===== config.mk =====
export PLATFORM = sky130hd
export DESIGN_NAME = fifo_push_arb
export DESIGN_NICKNAME = d
export VERILOG_FILES = /design/src/rtl/fifo_arb_pkg.sv /design/src/rtl/fifo_push_arb_rr_arbiter.sv /design/src/rtl/fifo_push_arb.sv
export SDC_FILE = /design/constraint.sdc
export NUM_CORES = 1
export LEC_CHECK = 0
export ABC_AREA = 1
export CAP_MARGIN = 0
export CELL_PAD_IN_SITES_DETAIL_PLACEMENT = 1
export CELL_PAD_IN_SITES_GLOBAL_PLACEMENT = 1
export CORE_UTILIZATION = 29
export DETAILED_ROUTE_END_ITERATION = 8
export GPL_TIMING_DRIVEN = 0
export MAX_ROUTING_LAYER = met4
export PLACE_DENSITY = 0.8
export SLEW_MARGIN = 40
export SYNTH_ARGS = -nofsm -noshare
export SYNTH_HDL_FRONTEND = slang
export SYNTH_HIERARCHICAL = 1
export SYNTH_SLANG_ARGS = --single-unit

===== constraint.sdc =====
create_clock -name clock -period 4 [get_ports clock]
set_clock_uncertainty 0.1 [all_clocks]
set_input_delay 1.2 -clock clock [delete_from_list [all_inputs] [get_ports clock]]
set_output_delay 1.2 -clock clock [all_outputs]
set_load 0.005 [all_outputs]

===== src/rtl/fifo_arb_pkg.sv =====
//------------------------------------------------------------------------------
// Module   : fifo_arb_pkg
// Brief    : Shared constants and the round-robin pick function for the
//            FIFO push arbiter. Optional lock: FIFO_ARB_LOCK_EN.
// Revision : 1.0 - initial release
//------------------------------------------------------------------------------
`default_nettype none

package fifo_arb_pkg;

   localparam int MAX_REQ   = 32;
   localparam int IDX_W     = $clog2(MAX_REQ);
   localparam int DEF_DEPTH = 4;
   localparam int CNT_W     = $clog2(DEF_DEPTH + 1);

   function automatic int cnt_width(input int d);
      return $clog2(d + 1);
   endfunction

   // One-hot winner: first set bit of req searching upward from ptr+1, mod n.
   function automatic logic [MAX_REQ-1:0] rr_pick(
      input logic [MAX_REQ-1:0] req,
      input int unsigned        ptr,
      input int unsigned        n = MAX_REQ
   );
      logic [MAX_REQ-1:0] onehot;
      logic               found;
      logic [IDX_W-1:0]   idx;
      onehot = '0;
      found  = 1'b0;
      for (int unsigned i = 1; i <= MAX_REQ; i++) begin
         if (i <= n) begin
            idx = IDX_W'((ptr + i) % n);
            if (!found && req[idx]) begin
               onehot[idx] = 1'b1;
               found       = 1'b1;
            end
         end
      end
      return onehot;
   endfunction

endpackage

`default_nettype wire


===== src/rtl/fifo_push_arb_rr_arbiter.sv =====
//------------------------------------------------------------------------------
// Module   : rr_arbiter
// Brief    : Combinational round-robin pick with a registered last-winner
//            pointer. Optional burst lock under FIFO_ARB_LOCK_EN.
// Revision : 1.0 - initial release
//------------------------------------------------------------------------------
`default_nettype none

module rr_arbiter
   import fifo_arb_pkg::*;
#(
   parameter int n_req = 4,
   localparam int c_ptr_w = (n_req > 1) ? $clog2(n_req) : 1
)(
   input  logic             clock,
   input  logic             reset,
   input  logic [n_req-1:0] req,
`ifdef FIFO_ARB_LOCK_EN
   input  logic [n_req-1:0] lock,
`endif
   input  logic             enable,
   output logic [n_req-1:0] gnt
);

   logic [c_ptr_w-1:0] r_ptr;
   logic [MAX_REQ-1:0] w_pick;
   logic [n_req-1:0]   w_rr;
   logic [n_req-1:0]   w_sel;
   logic [c_ptr_w-1:0] w_win_idx;

   assign w_pick = rr_pick(MAX_REQ'(req), 32'(r_ptr), n_req);
   assign w_rr   = w_pick[n_req-1:0];

   generate
      if (n_req < MAX_REQ) begin : g_unused_pick
         logic w_unused_pick;
         assign w_unused_pick = ^w_pick[MAX_REQ-1:n_req];
      end
   endgenerate

`ifdef FIFO_ARB_LOCK_EN
   logic r_lock_live;
   logic w_lock_hit;

   // A lock only counts for the requester that won the previous grant.
   assign w_lock_hit = r_lock_live & req[r_ptr] & lock[r_ptr];
`endif

   always_comb begin
      w_sel = w_rr;
`ifdef FIFO_ARB_LOCK_EN
      if (w_lock_hit) begin
         w_sel        = '0;
         w_sel[r_ptr] = 1'b1;
      end
`endif
   end

   assign gnt = (enable && reset) ? w_sel : '0;

   always_comb begin
      w_win_idx = r_ptr;
      for (int i = 0; i < n_req; i++) begin
         if (w_sel[i]) w_win_idx = c_ptr_w'(i);
      end
   end

   always_ff @(posedge clock or negedge reset) begin
      if (!reset) begin
         r_ptr       <= c_ptr_w'(n_req - 1);
`ifdef FIFO_ARB_LOCK_EN
         r_lock_live <= 1'b0;
`endif
      end else begin
         if (|gnt) r_ptr <= w_win_idx;
`ifdef FIFO_ARB_LOCK_EN
         r_lock_live <= (|gnt) ? 1'b1 : w_lock_hit;
`endif
      end
   end

endmodule

`default_nettype wire


===== src/rtl/fifo_push_arb.sv =====
//------------------------------------------------------------------------------
// Module   : fifo_push_arb
// Brief    : Round-robin sharing of one FIFO push port with credit-based
//            occupancy tracking. Optional burst lock: FIFO_ARB_LOCK_EN.
// Revision : 1.0 - initial release
//------------------------------------------------------------------------------
`default_nettype none

module fifo_push_arb
   import fifo_arb_pkg::*;
#(
   parameter int data_w = 8,
   parameter int depth  = 4,
   parameter int n_req  = 4,
   localparam int c_occ_w = cnt_width(depth)
)(
   input  logic                    clock,
   input  logic                    reset,
   input  logic [n_req-1:0]        req_i,
   input  logic [n_req*data_w-1:0] req_data_i,
`ifdef FIFO_ARB_LOCK_EN
   input  logic [n_req-1:0]        lock_i,
`endif
   output logic [n_req-1:0]        gnt_o,
   output logic                    push_o,
   output logic [data_w-1:0]       push_data_o,
   input  logic                    fifo_pop_i,
   input  logic                    fifo_e_i,
   input  logic                    fifo_f_i,
   output logic [c_occ_w-1:0]      occ_o,
   output logic                    ovf_o
);

   logic [n_req-1:0]   w_gnt;
   logic               w_grant;
   logic               w_pop_ok;
   logic               w_credit_ok;
   logic               w_occ_zero;
   logic [data_w-1:0]  w_win_data;

   logic [c_occ_w-1:0] r_occ;
   logic               r_push;
   logic [data_w-1:0]  r_push_data;
   logic               r_ovf;

   // Credit includes the in-flight push, so a full count blocks grants
   // even while the FIFO itself still reports not-full.
   assign w_credit_ok = (r_occ < c_occ_w'(depth));
   assign w_occ_zero  = (r_occ == '0);
   assign w_pop_ok    = fifo_pop_i & ~fifo_e_i;

   rr_arbiter #(
      .n_req  (n_req)
   ) u_rr_arbiter (
      .clock  (clock),
      .reset  (reset),
      .req    (req_i),
`ifdef FIFO_ARB_LOCK_EN
      .lock   (lock_i),
`endif
      .enable (w_credit_ok),
      .gnt    (w_gnt)
   );

   assign w_grant = |w_gnt;

   always_comb begin
      w_win_data = '0;
      for (int k = 0; k < n_req; k++) begin
         if (w_gnt[k]) w_win_data = w_win_data | req_data_i[k*data_w +: data_w];
      end
   end

   always_ff @(posedge clock or negedge reset) begin
      if (!reset) begin
         r_push      <= 1'b0;
         r_push_data <= '0;
         r_occ       <= '0;
         r_ovf       <= 1'b0;
      end else begin
         r_push <= w_grant;
         if (w_grant) r_push_data <= w_win_data;

         case ({w_grant, w_pop_ok && !w_occ_zero})
            2'b10:   r_occ <= r_occ + c_occ_w'(1);
            2'b01:   r_occ <= r_occ - c_occ_w'(1);
            default: r_occ <= r_occ;
         endcase

         if ((r_push && fifo_f_i && !fifo_pop_i) || (w_pop_ok && w_occ_zero))
            r_ovf <= 1'b1;
      end
   end

   assign gnt_o       = w_gnt;
   assign push_o      = r_push;
   assign push_data_o = r_push_data;
   assign occ_o       = r_occ;
   assign ovf_o       = r_ovf;

endmodule

`default_nettype wire


==> results of run 1 <==
==> per-stage QoR <==
step	setup TNS [ns]	instance area [um2]	std cells	hold slack, ns	setup WS (ns)
3_5_place_dp	-3.76	2090	342	0.358	-0.742
3_3_place_gp	-3.24	2090	342	0.354	-0.698
6_report	0	2200	354	0.360	0.111
5_1_grt	-0.0872	2200	354	0.398	-0.0507
2_1_floorplan	0	1430	218	0.356	0.646
4_1_cts	0	2160	348	0.370	0.115
==> sequential cells by signal (all words and copies together) (netlist names) <==
signal and flops:
push_data_o 8, occ_o 3, u_rr_arbiter/r_ptr 2, ovf_o 1, push_o 1
==> cells in the mapped netlist <==
| cell | count |
|---|---|
| buf_4 | 1 |
| nand4_1 | 9 |
| clkinv_1 | 1 |
| inv_2 | 5 |
| o21ai_0 | 1 |
| nor2_8 | 1 |
| nand3_2 | 2 |
| inv_6 | 1 |
| nand3_1 | 25 |
| dfrtp_1 | 13 |
| nor2_2 | 3 |
| fa_1 | 1 |
| nand3_4 | 2 |
| a31oi_1 | 3 |
| buf_6 | 2 |
| inv_1 | 19 |
| nor3_1 | 2 |
| dfstp_2 | 2 |
| nor2_1 | 12 |
| nand2_4 | 3 |
| ha_1 | 9 |
| buf_2 | 2 |
| xnor2_1 | 1 |
| nand2_2 | 3 |
| nand2_1 | 94 |
| nor2_4 | 1 |
==> cell families (layout without fill, tap and decap cells) <==
group,Yosys count,in the layout,share of synthesized area (%)
DFF,15,15,26.4
AOI/OAI and AO/OA,4,4,1.66
adders and majority gates,10,10,9.26
xor gates and xnor gates,1,1,0.611
buffers and inverters,31,100,9.96
and+or+nand+nor,157,157,52.1
==> metal layers <==
metal  track usage, %  wire (um)
met5                -          0
met4             3.49         65
met3             3.19        103
met2             31.7       2290
met1             20.5       1900
==> critical path, cell delays in order <==
cell and delay (ns):
dlygate4sd2_1 0.26, inv_1 0.05, nand2_1 0.08, nand3_1 0.10, nand2_1 0.10, nand2_1 0.09
nor2_4 0.15, nand2_1 0.11, a31oi_2 0.20, dlygate4sd2_1 0.26
==> worst max path at each step <==
| stage | end | cells past startpoint | startpoint | slack (ns) |
|---|---|---|---|---|
| 2_1_floorplan | occ_o[1] | 15 | req_i[2] | 0.65 |
| 3_3_place_gp | gnt_o[0] | 4 | reset | -0.70 |
| 3_5_place_dp | gnt_o[0] | 4 | reset | -0.74 |
| 4_1_cts | gnt_o[3] | 13 | u_rr_arbiter/r_ptr[0] | 0.11 |
| 5_1_grt | gnt_o[3] | 12 | req_i[0] | -0.05 |
| 6_report | gnt_o[1] | 10 | req_i[1] | 0.11 |
==> layout make-up <==
type | instances | area, um2
Buffer | 5 | 40.0
Sequential cell | 15 | 378
Tap cell | 67 | 83.8
Timing Repair Buffer | 65 | 622
Fill cell | 613 | 2520
Multi-Input combinational cell | 172 | 930
Clock buffer | 4 | 45.0
Inverter | 26 | 106
==> repair_timing <==
item,4_1_cts,5_1_grt
pin swaps,7,0
gates resized for setup,18,4
buffers inserted,2,6
setup endpoints to repair,6,4
==> report_power, final <==
group          switching, mW  internal (mW)
logic                  0.708          0.535
clock network         0.0527         0.0705
registers             0.0600          0.241
==> impl_metrics.env, run 1 <==
export IMPL_fp_dieH_um=72.3
export IMPL_yosys_area_top_type="nand2_1"
export IMPL_synth_distinct_cells=26
export IMPL_drtPass1Iterations=4
export IMPL_rrSetupSlack_ns=0.30
export IMPL_worstSetupEndpointType="primary output"
export IMPL_io_buffers=57
export IMPL_ir_worst_vdd_v=0.000222
export IMPL_syn_inst=218
export IMPL_slew_limit_headroom_pct=71.2
export IMPL_cp_start_kind="primary input"
export IMPL_finalPower_mw=1.67
export IMPL_worstSkewPairLatency_ns=0.25
export IMPL_start_util_pct=30.3
export IMPL_synth_top_area_share_pct=24.6
export IMPL_fp_row_count=25
export IMPL_yosysWarnings=6
export IMPL_clk_path_buf_depth=2
export IMPL_hpwl_um=3430
export IMPL_grt_overflow=0
export IMPL_cts_max_level=1
export IMPL_regToRegStartpoint="u_rr_arbiter/r_ptr[0]"
export IMPL_outcome="finished, final reports clean"
export IMPL_holdPathStages=2
export IMPL_min_from="ovf_o"
export IMPL_synth_area_um2=1430
export IMPL_grt_max_degree=17
export IMPL_grt_pass1_wl_um=7040
export IMPL_vias=1644
export IMPL_finalWorstPathRequiredPeriod_ns=3.89
export IMPL_syn_nets=269
export IMPL_drv_slew=0
export IMPL_drive_above_1_share_pct=16.7
export IMPL_area_growth_pct=53.9
export IMPL_clk_pin_slew_ns=0.06
export IMPL_p_per_area_nw_per_um2=756
export IMPL_synth_area_top_cells="nand2_1 (25%), dfrtp_1 (23%), nand3_1 (8.7%)"
export IMPL_r2r_end="occ_o[1]"
export IMPL_min_path_type="flop to flop"
export IMPL_seq_area_frac_synth_pct=26.4
export IMPL_vias_per_cell=4.64
export IMPL_diodes=0
export IMPL_first_global_vias=1543
export IMPL_cts_buffers=3
export IMPL_drt_total_wl_um=4360
export IMPL_place_gp_congestion=0.834
export IMPL_io_pins=58
export IMPL_grt_usage_pct=17.6
export IMPL_layout_common_cells="nand2_1 (92), clkdlybuf4s50_1 (48), nand3_1 (25), inv_1 (17), dfrtp_1 (13)"
export IMPL_ctsHoldBuffers=0
export IMPL_ant_nets=0
export IMPL_reg2reg_depth=18
export IMPL_worstPathRequired_ns=2.70
export IMPL_cts_sinks=15
export IMPL_ys_ff_latch=15
export IMPL_finalCoreUtilization_pct=46.7
export IMPL_p_leak_nw=1.13
export IMPL_post_route_drc_count=0
export IMPL_max_cap_viol_count=0
export IMPL_avgSynthCellArea_um2=6.57
export IMPL_final_common_cell="nand2_1"
export IMPL_cp_arrival_ns=2.59
export IMPL_hold_viol_final=0
export IMPL_path_class="primary input to primary output"
export IMPL_tightestPinTransition_ns=0.433
export IMPL_drt_iter0_drc=43
export IMPL_fmax_ghz=0.257
export IMPL_min_to="ovf_o"
export IMPL_die_w_um=72.3
export IMPL_die_area_um2=5230
export IMPL_setup_viol=0
export IMPL_period_share_pct=97.2
export IMPL_antenna_found_initial=0
export IMPL_crit_fanout=4
export IMPL_core_um2=4720
export IMPL_cts_tree="yes"
export IMPL_final_nets=339
export IMPL_cts_root_buf="clkbuf_8"
export IMPL_wl_per_cell_um=12.3
Power figures use the tool's default switching activity.
==> inputs of run 2 (changes only) <==
--- a/config.mk
+++ b/config.mk
@@ -9,6 +9,7 @@
 export CAP_MARGIN = 0
 export CELL_PAD_IN_SITES_DETAIL_PLACEMENT = 1
 export CELL_PAD_IN_SITES_GLOBAL_PLACEMENT = 1
+export CORE_MARGIN = 3
 export CORE_UTILIZATION = 29
 export DETAILED_ROUTE_END_ITERATION = 8
 export GPL_TIMING_DRIVEN = 0
==> impl_metrics.env, run 2 (synthesis results as in run 1) <==
export IMPL_vias_per_cell=4.48
export IMPL_max_cap_viol_count=0
export IMPL_drt_iter0_drc=58
export IMPL_layout_common_cells="nand2_1 (93), clkdlybuf4s50_1 (48), nand3_1 (25), inv_1 (18), dfrtp_1 (13)"
export IMPL_period_share_pct=97.5
export IMPL_die_area_um2=5820
export IMPL_fmax_ghz=0.256
export IMPL_ant_nets=0
export IMPL_hpwl_um=3580
export IMPL_wl_met3_um=143
export IMPL_post_route_drc_count=0
export IMPL_start_util_pct=31.4
export IMPL_clkPwrFrac_pct=7.6
export IMPL_hold_viol_final=0
export IMPL_antenna_found_initial=0
export IMPL_met2WireLength_um=2330
export IMPL_seqPwrFrac_pct=18.0
export IMPL_final_cell_area_um2=2190
export IMPL_drive_above_1_share_pct=15.7
export IMPL_grt_pass1_wl_um=7310
export IMPL_crit_fanout=5
export IMPL_wirelength_met1_um=1930
export IMPL_clk_path_buf_depth=2
export IMPL_placed_area_um2=2080
export IMPL_largest_reg_flops=8
export IMPL_area_growth_pct=52.6
export IMPL_p_leak_nw=1.13
export IMPL_io_pins=58
export IMPL_finalWorstPathRequiredPeriod_ns=3.90
export IMPL_die_w_um=76.3
export IMPL_grt_max_degree=17
export IMPL_grt_usage_pct=15.7
export IMPL_fp_dieH_um=76.3
export IMPL_ir_worst_vdd_v=0.000232
export IMPL_cp_arrival_ns=2.60
export IMPL_cellInternalPower_uw=833
export IMPL_cts_root_buf="clkbuf_8"
export IMPL_worstSkewPairLatency_ns=0.25
export IMPL_tightestPinTransition_ns=0.426
export IMPL_vias=1574
export IMPL_core_um2=4560
export IMPL_top_layer_used="met4"
export IMPL_grt_overflow=0
export IMPL_path_class="primary input to primary output"
export IMPL_min_path_type="flop to flop"
export IMPL_cts_tree="yes"
export IMPL_cts_buffers=3
export IMPL_wl_per_cell_um=12.6
export IMPL_diodes=0
export IMPL_switching_share_pct=49.1
export IMPL_final_nets=338
export IMPL_outcome="finished, final reports clean"
export IMPL_ctsHoldBuffers=0
export IMPL_comb_power_share_pct=74.4
export IMPL_cts_max_level=1
export IMPL_fp_row_count=24
export IMPL_slew_limit_headroom_pct=71.6
export IMPL_p_per_area_nw_per_um2=748
export IMPL_worstPathRequired_ns=2.70
export IMPL_p_sw_uw=803
export IMPL_cp_start_kind="primary input"
export IMPL_setup_viol=0
export IMPL_final_common_cell="nand2_1"
export IMPL_drt_total_wl_um=4430
export IMPL_clk_pin_slew_ns=0.06
export IMPL_first_global_vias=1515
export IMPL_cts_sinks=15
export IMPL_whs_ns=0.359
export IMPL_worstSetupEndpointType="primary output"
export IMPL_drv_slew=0
export IMPL_io_buffers=57
export IMPL_drtPass1Iterations=4
export IMPL_place_gp_congestion=0.789
-- run 2: metrics by stage --
stage / setup TNS, ns / setup WS, ns / cells / util, % / power [mW]
detailed placement: -3.76 / -0.720 / 340 / 45.7 / 1.48
CTS: 0 / 0.0722 / 345 / 47.0 / 1.62
floorplan: 0 / 0.646 / 218 / - / 1.08
finish: 0 / 0.0998 / 351 / 47.9 / 1.64
global placement: -3.58 / -0.706 / 340 / 45.7 / 1.44
global route: -0.0255 / -0.0143 / 351 / 47.9 / 1.82
-- run 2: what timing repair did --
| item | in CTS | in global routing |
|---|---|---|
| pin swaps | 3 | 2 |
| endpoints found under the setup margin | 6 | 6 |
| gates cloned | 0 | 0 |
| buffers inserted | 1 | 6 |
| gates resized for setup | 14 | 6 |
-- run 2: power groups by stage --
stage	clock network [mW]	registers (mW)	logic, mW
final	0.124	0.295	1.22
after global routing	0.136	0.305	1.38
after CTS	0.128	0.306	1.18
after detailed placement	0	0.308	1.17
after global placement	0	0.302	1.13
after floorplan	0	0.299	0.781
-- run 2: cell type report --
type / instances / area [um2]
fill: 613 / 2380
multi-input combinational: 172 / 927
timing repair buffer: 64 / 608
sequential: 15 / 378
inverter: 26 / 106
tap: 65 / 81.3
clock buffer: 4 / 45.0
buffer: 5 / 40.0
-- run 2: path summary, 6_finish.rpt --
kind,startpoint,to,slack (ns),cells after the start
setup / recovery,req_i[2],gnt_o[1],0.1,9
hold / removal,ovf_o,ovf_o,0.36,2
setup reg to reg,u_rr_arbiter/r_ptr[1],occ_o[1],0.29,17
hold reg to reg,ovf_o,ovf_o,0.36,2
max in group asynchronous,reset,u_rr_arbiter/r_ptr[1],2.60,1
min in group asynchronous,reset,occ_o[2],0.87,1
-- run 2: worst max-delay path, stage by stage --
cell and delay, ns:
dlygate4sd2_1 0.26, nand2_2 0.10, nand3_4 0.11, nand2_4 0.12, nand2_4 0.07, nor2_4 0.14, nand2_1 0.12, a31oi_2 0.21
dlygate4sd2_1 0.26
-- run 2: per-layer routing --
metal  track usage [%]  up-vias
met5                 -        -
met4              2.72        0
met3              2.72        2
met2              28.3       30
met1              18.4      720
li1                  -      822
==> edit 1, RTL diff (settings of run 1) <==
Set the parameter `data_w` to 10 (it was 8).
--- a/src/rtl/fifo_push_arb.sv
+++ b/src/rtl/fifo_push_arb.sv
@@ -10,5 +10,5 @@
    import fifo_arb_pkg::*;
 #(
-   parameter int data_w = 8,
+   parameter int data_w = 10,
    parameter int depth  = 4,
    parameter int n_req  = 4,
Ports: changed (resized push_data_o and req_data_i); port bits go from 58 to 68. No check against the original RTL was run, so the function may have changed too.
==> edit 1 against run 1 <==
- worst setup slack about the same
- synthesized cell count up 9.2%
- global-route usage up 1.1 points
- core utilization up 2.2 points
- hold slack better by 20 ps
- sequential cell count up 2
- via count up 5.4%
- non-clock buffer count up 8
- power up 5.7%
- largest cell class unchanged
- routed wire length up 11%
- largest power group unchanged
- cell area up 7.4%
- sequential share of layout area up 0.94 points
- area after synthesis up 5.2%
==> edit 1: results <==
metrics = {
    "outcome": {
        "status": "completed",
    },
    "place": {
        "globalplace.congestion": 0.802,
        "pre_cts_slack_ps": -808,
        "dpl-instance-area_um2": 2260,
        "dp_hpwl_um": 3830,
        "numPortBuffers": 67,
    },
    "critical_path": {
        "critical_path_peak_fanout": 5,
        "slowest_stage": "sky130_fd_sc_hd__dlygate4sd2_1",
        "crit_family": "simple AND/OR/NAND/NOR gates",
        "max_stage_delay_ps": 270,
        "arrival_ps": 2590,
    },
    "power_and_ir_drop": {
        "vdd_drop_max_mv": 0.255,
        "p_leak_nw": 1.22,
    },
    "global_routing": {
        "grt_usage": 0.187,
        "first_pass_grt_wire_length_um": 7690,
        "grt_max_degree": 19,
        "grtUsageMet2": 0.333,
        "grt_util_met1": 0.216,
        "initial_antenna_violation_count": 0,
        "gr_met3_demand_resource": 0.0217,
    },
    "clocking": {
        "postCtsResizedCells": 23,
        "cts_max_path_buffers": 2,
        "ctsHtreeMaxLevel": 1,
        "cts_root_buffer": "sky130_fd_sc_hd__clkbuf_8",
        "worstSkewPairLatency_ps": 250,
        "clk_transition_reported_paths_ps": 80,
        "cts_inserted_buffers": 3,
        "post_cts.repair.setup_buffers": 1,
    },
    "sta": {
        "setup_total_negative_slack_ps": 0,
        "worst-slew-pin-transition_ps": 484,
    },
    "route": {
        "wl_per_cell_um": 12.7,
        "route.layer.met1.wl_um": 2030,
        "wl_met3_um": 178,
        "initialDrtViolationCount": 34,
        "drt-vias-per-instance": 4.55,
        "via_count": 1733,
        "total_iterations_of_the_first_detailed_routing_run": 4,
        "top_routing_layer_in_use": "met4",
        "wire_length_on_met2_um": 2510,
    },
    "yosys": {
        "synth_compound_area_frac": 0.0158,
        "post_synth_adder_cell_area": 0.0880,
        "dominantRegCellSynth": "sky130_fd_sc_hd__dfrtp_1",
        "synth.mux.area_fraction": 0,
        "yosysSeqAreaShare": 0.284,
        "post_synth_num_cell_types": 24,
        "synthTopCellsByArea": "sky130_fd_sc_hd__nand2_1 (30%), sky130_fd_sc_hd__dfrtp_1 (25%), sky130_fd_sc_hd__nand3_1 (8.3%)",
        "yosys.area_share.xor_xnor": 0.00581,
        "ys_top_cells_by_count": "sky130_fd_sc_hd__nand2_1 (119), sky130_fd_sc_hd__nand3_1 (25), sky130_fd_sc_hd__inv_1 (19)",
        "syn_inst": 238,
        "synthesis.nets": 297,
        "synth_async_sr_flop_share": 1.00,
        "yosysWarnings": 6,
    },
    "hold_path": {
        "holdCritPathClass": "register to register",
    },
    "final_layout": {
        "n_fill_cell": 643,
        "largest_reg_flops": 10,
        "antenna-diode-count": 0,
        "num-nets-final": 374,
        "layout-drive-gt1-share": 0.140,
    },
}
[edit 1: cell types whose count changed after synthesis, moves of 2 or more]
cell                      before  now
sky130_fd_sc_hd__buf_2         2    4
sky130_fd_sc_hd__dfrtp_1      13   15
sky130_fd_sc_hd__inv_2         5    3
sky130_fd_sc_hd__nand2_1      94  119
sky130_fd_sc_hd__nand4_1       9    1
sky130_fd_sc_hd__nor2_1       12   16
[edit 1: cell type report]
class / instances / area, um^2 / share of cell area
tap: 67 / 83.8 / 0.0354
multi-input combinational: 191 / 963 / 0.407
inverter: 24 / 98.8 / 0.0418
clock buffer: 3 / 41.3 / 0.0174
sequential: 17 / 428 / 0.181
clock inverter: 1 / 5.00 / 0.00211
timing repair buffer: 72 / 704 / 0.298
buffer: 6 / 42.5 / 0.0180
[edit 1: power by group]
group / switching (mW) / total (mW) / internal, mW
registers: 0.0579 / 0.329 / 0.271
logic: 0.744 / 1.30 / 0.553
clock network: 0.0673 / 0.137 / 0.0692
[edit 1: worst paths after layout]
path | start | endpoint | slack, ps | depth (start not counted)
max | req_i[2] | gnt_o[1] | 110 | 9
min | push_data_o[5]$_DFFE_PN0P_ | push_data_o[5]$_DFFE_PN0P_ | 380 | 2
max reg2reg | u_rr_arbiter/r_ptr[1]$_DFFE_PN1P_ | occ_o[2]$_DFFE_PN0P_ | 390 | 23
min reg2reg | push_data_o[5]$_DFFE_PN0P_ | push_data_o[5]$_DFFE_PN0P_ | 380 | 2
max in group asynchronous | reset | u_rr_arbiter/r_ptr[0]$_DFFE_PN1P_ | 2560 | 1
min in group asynchronous | reset | push_data_o[9]$_DFFE_PN0P_ | 880 | 1
==> edit 2, RTL diff (settings of run 1) <==
Without the edit above. Put one more register stage on the output `ovf_o`. The value now appears one clock later. The other outputs are not delayed to match.
--- a/src/rtl/fifo_push_arb.sv
+++ b/src/rtl/fifo_push_arb.sv
@@ -97,5 +97,7 @@
    assign push_data_o = r_push_data;
    assign occ_o       = r_occ;
-   assign ovf_o       = r_ovf;
+   always_ff @(posedge clock) begin
+      ovf_o <= r_ovf;
+   end
 
 endmodule
Function: changed (a bounded check fails within 4 cycles, from zero or initial values and one cycle with reset low).
==> edit 2 against run 1 <==
- power up 1.1%
- routed wire length up 0.66%
- largest cell class unchanged
- area after synthesis up 1.4%
- cell area up 0.68%
- worst setup slack about the same
- global-route usage up 0.64 points
- via count down 0.97%
- first-iteration DRC count up 40%
- combinational power about the same
- sequential cell count up 1
==> edit 2: results <==
metrics = {
    "final_layout": {
        "layout-drive-gt1-share": 0.151,
        "post_layout_nonfiller_instances": 351,
    },
    "route": {
        "wire_length_on_met2_um": 2280,
        "initialDrtViolationCount": 60,
        "drt-vias-per-instance": 4.64,
    },
    "sta": {
        "max_freq_mhz": 257,
        "fin_hold_ws_ps": 281,
        "slew-limit-headroom": 0.713,
    },
    "outcome": {
        "status": "completed",
    },
    "critical_path": {
        "critical_path_peak_fanout": 5,
        "critical_path_end": "gnt_o[3]",
        "timing.reg2reg.setup_slack_ps": 380,
        "cp-startpoint": "req_i[0]",
        "reg2reg_depth": 24,
    },
    "yosys": {
        "ys_top_cells_by_count": "sky130_fd_sc_hd__nand2_1 (94), sky130_fd_sc_hd__nand3_1 (25), sky130_fd_sc_hd__inv_1 (19)",
        "synthTopCellsByArea": "sky130_fd_sc_hd__nand2_1 (24%), sky130_fd_sc_hd__dfrtp_1 (22%), sky130_fd_sc_hd__nand3_1 (8.6%)",
        "post_synth_num_cell_types": 27,
        "post_synth_adder_cell_area": 0.0913,
        "avgSynthCellArea_um2": 6.63,
        "yosysSeqAreaShare": 0.274,
        "yosys.area_share.xor_xnor": 0.00603,
    },
    "power_and_ir_drop": {
        "netSwitchingPower_uw": 829,
        "power_density_nw_per_um2": 759,
        "p_leak_nw": 1.15,
        "vdd_drop_max_mv": 0.242,
        "p_clk_uw": 145,
    },
    "place": {
        "placed_cells": 343,
        "dp_hpwl_um": 3500,
        "pre_cts_slack_ps": -767,
        "globalplace.congestion": 0.790,
    },
    "global_routing": {
        "first_global_vias": 1611,
        "grt_usage": 0.183,
    },
}
[edit 2: changes by cell type in the layout (fill, tap and decap cells not counted), sizes merged]
cell           delta
inv               +1
buf               -4
dlymetal6s2s      +1
clkdlybuf4s15     -1
clkinvlp          -1
dfxtp             +1
[edit 2: critical path, stage by stage]
cell and delay (ps):
sky130_fd_sc_hd__dlygate4sd2_1 260, sky130_fd_sc_hd__nand2_2 100, sky130_fd_sc_hd__nand3_4 110, sky130_fd_sc_hd__nand2_4 110, sky130_fd_sc_hd__nand2_4 60, sky130_fd_sc_hd__nor2_4 140
sky130_fd_sc_hd__nand2_1 60, sky130_fd_sc_hd__nand3_1 90, sky130_fd_sc_hd__inv_1 90, sky130_fd_sc_hd__nor2_4 110, sky130_fd_sc_hd__dlygate4sd2_1 240
[edit 2: what timing repair did]
action / 4_1_cts / 5_1_grt
pin swaps: 4 / 0
setup buffers: 2 / 2
hold buffers: 0 / 0
resized for setup: 13 / 9
endpoints found under the setup margin: 6 / 6
[edit 2: worst min path at each step]
stage,start,cells after the start,to
6_report,r_ovf$_DFFE_PN0P_,0,ovf_o$_DFF_P_
5_1_grt,r_ovf$_DFFE_PN0P_,0,ovf_o$_DFF_P_
4_1_cts,r_ovf$_DFFE_PN0P_,0,ovf_o$_DFF_P_
3_5_place_dp,r_ovf$_DFFE_PN0P_,0,ovf_o$_DFF_P_
3_3_place_gp,r_ovf$_DFFE_PN0P_,0,ovf_o$_DFF_P_
2_1_floorplan,r_ovf$_DFFE_PN0P_,0,ovf_o$_DFF_P_
[edit 2: final cells by class]
cell class / count / area [um^2]
well taps: 67 / 83.8
fillers: 624 / 2570
flip-flops and latches: 16 / 398
repair buffers: 61 / 593
plain buffers: 5 / 40.0
multi-input cells: 172 / 945
inverters: 26 / 105
clock buffers: 4 / 55.1
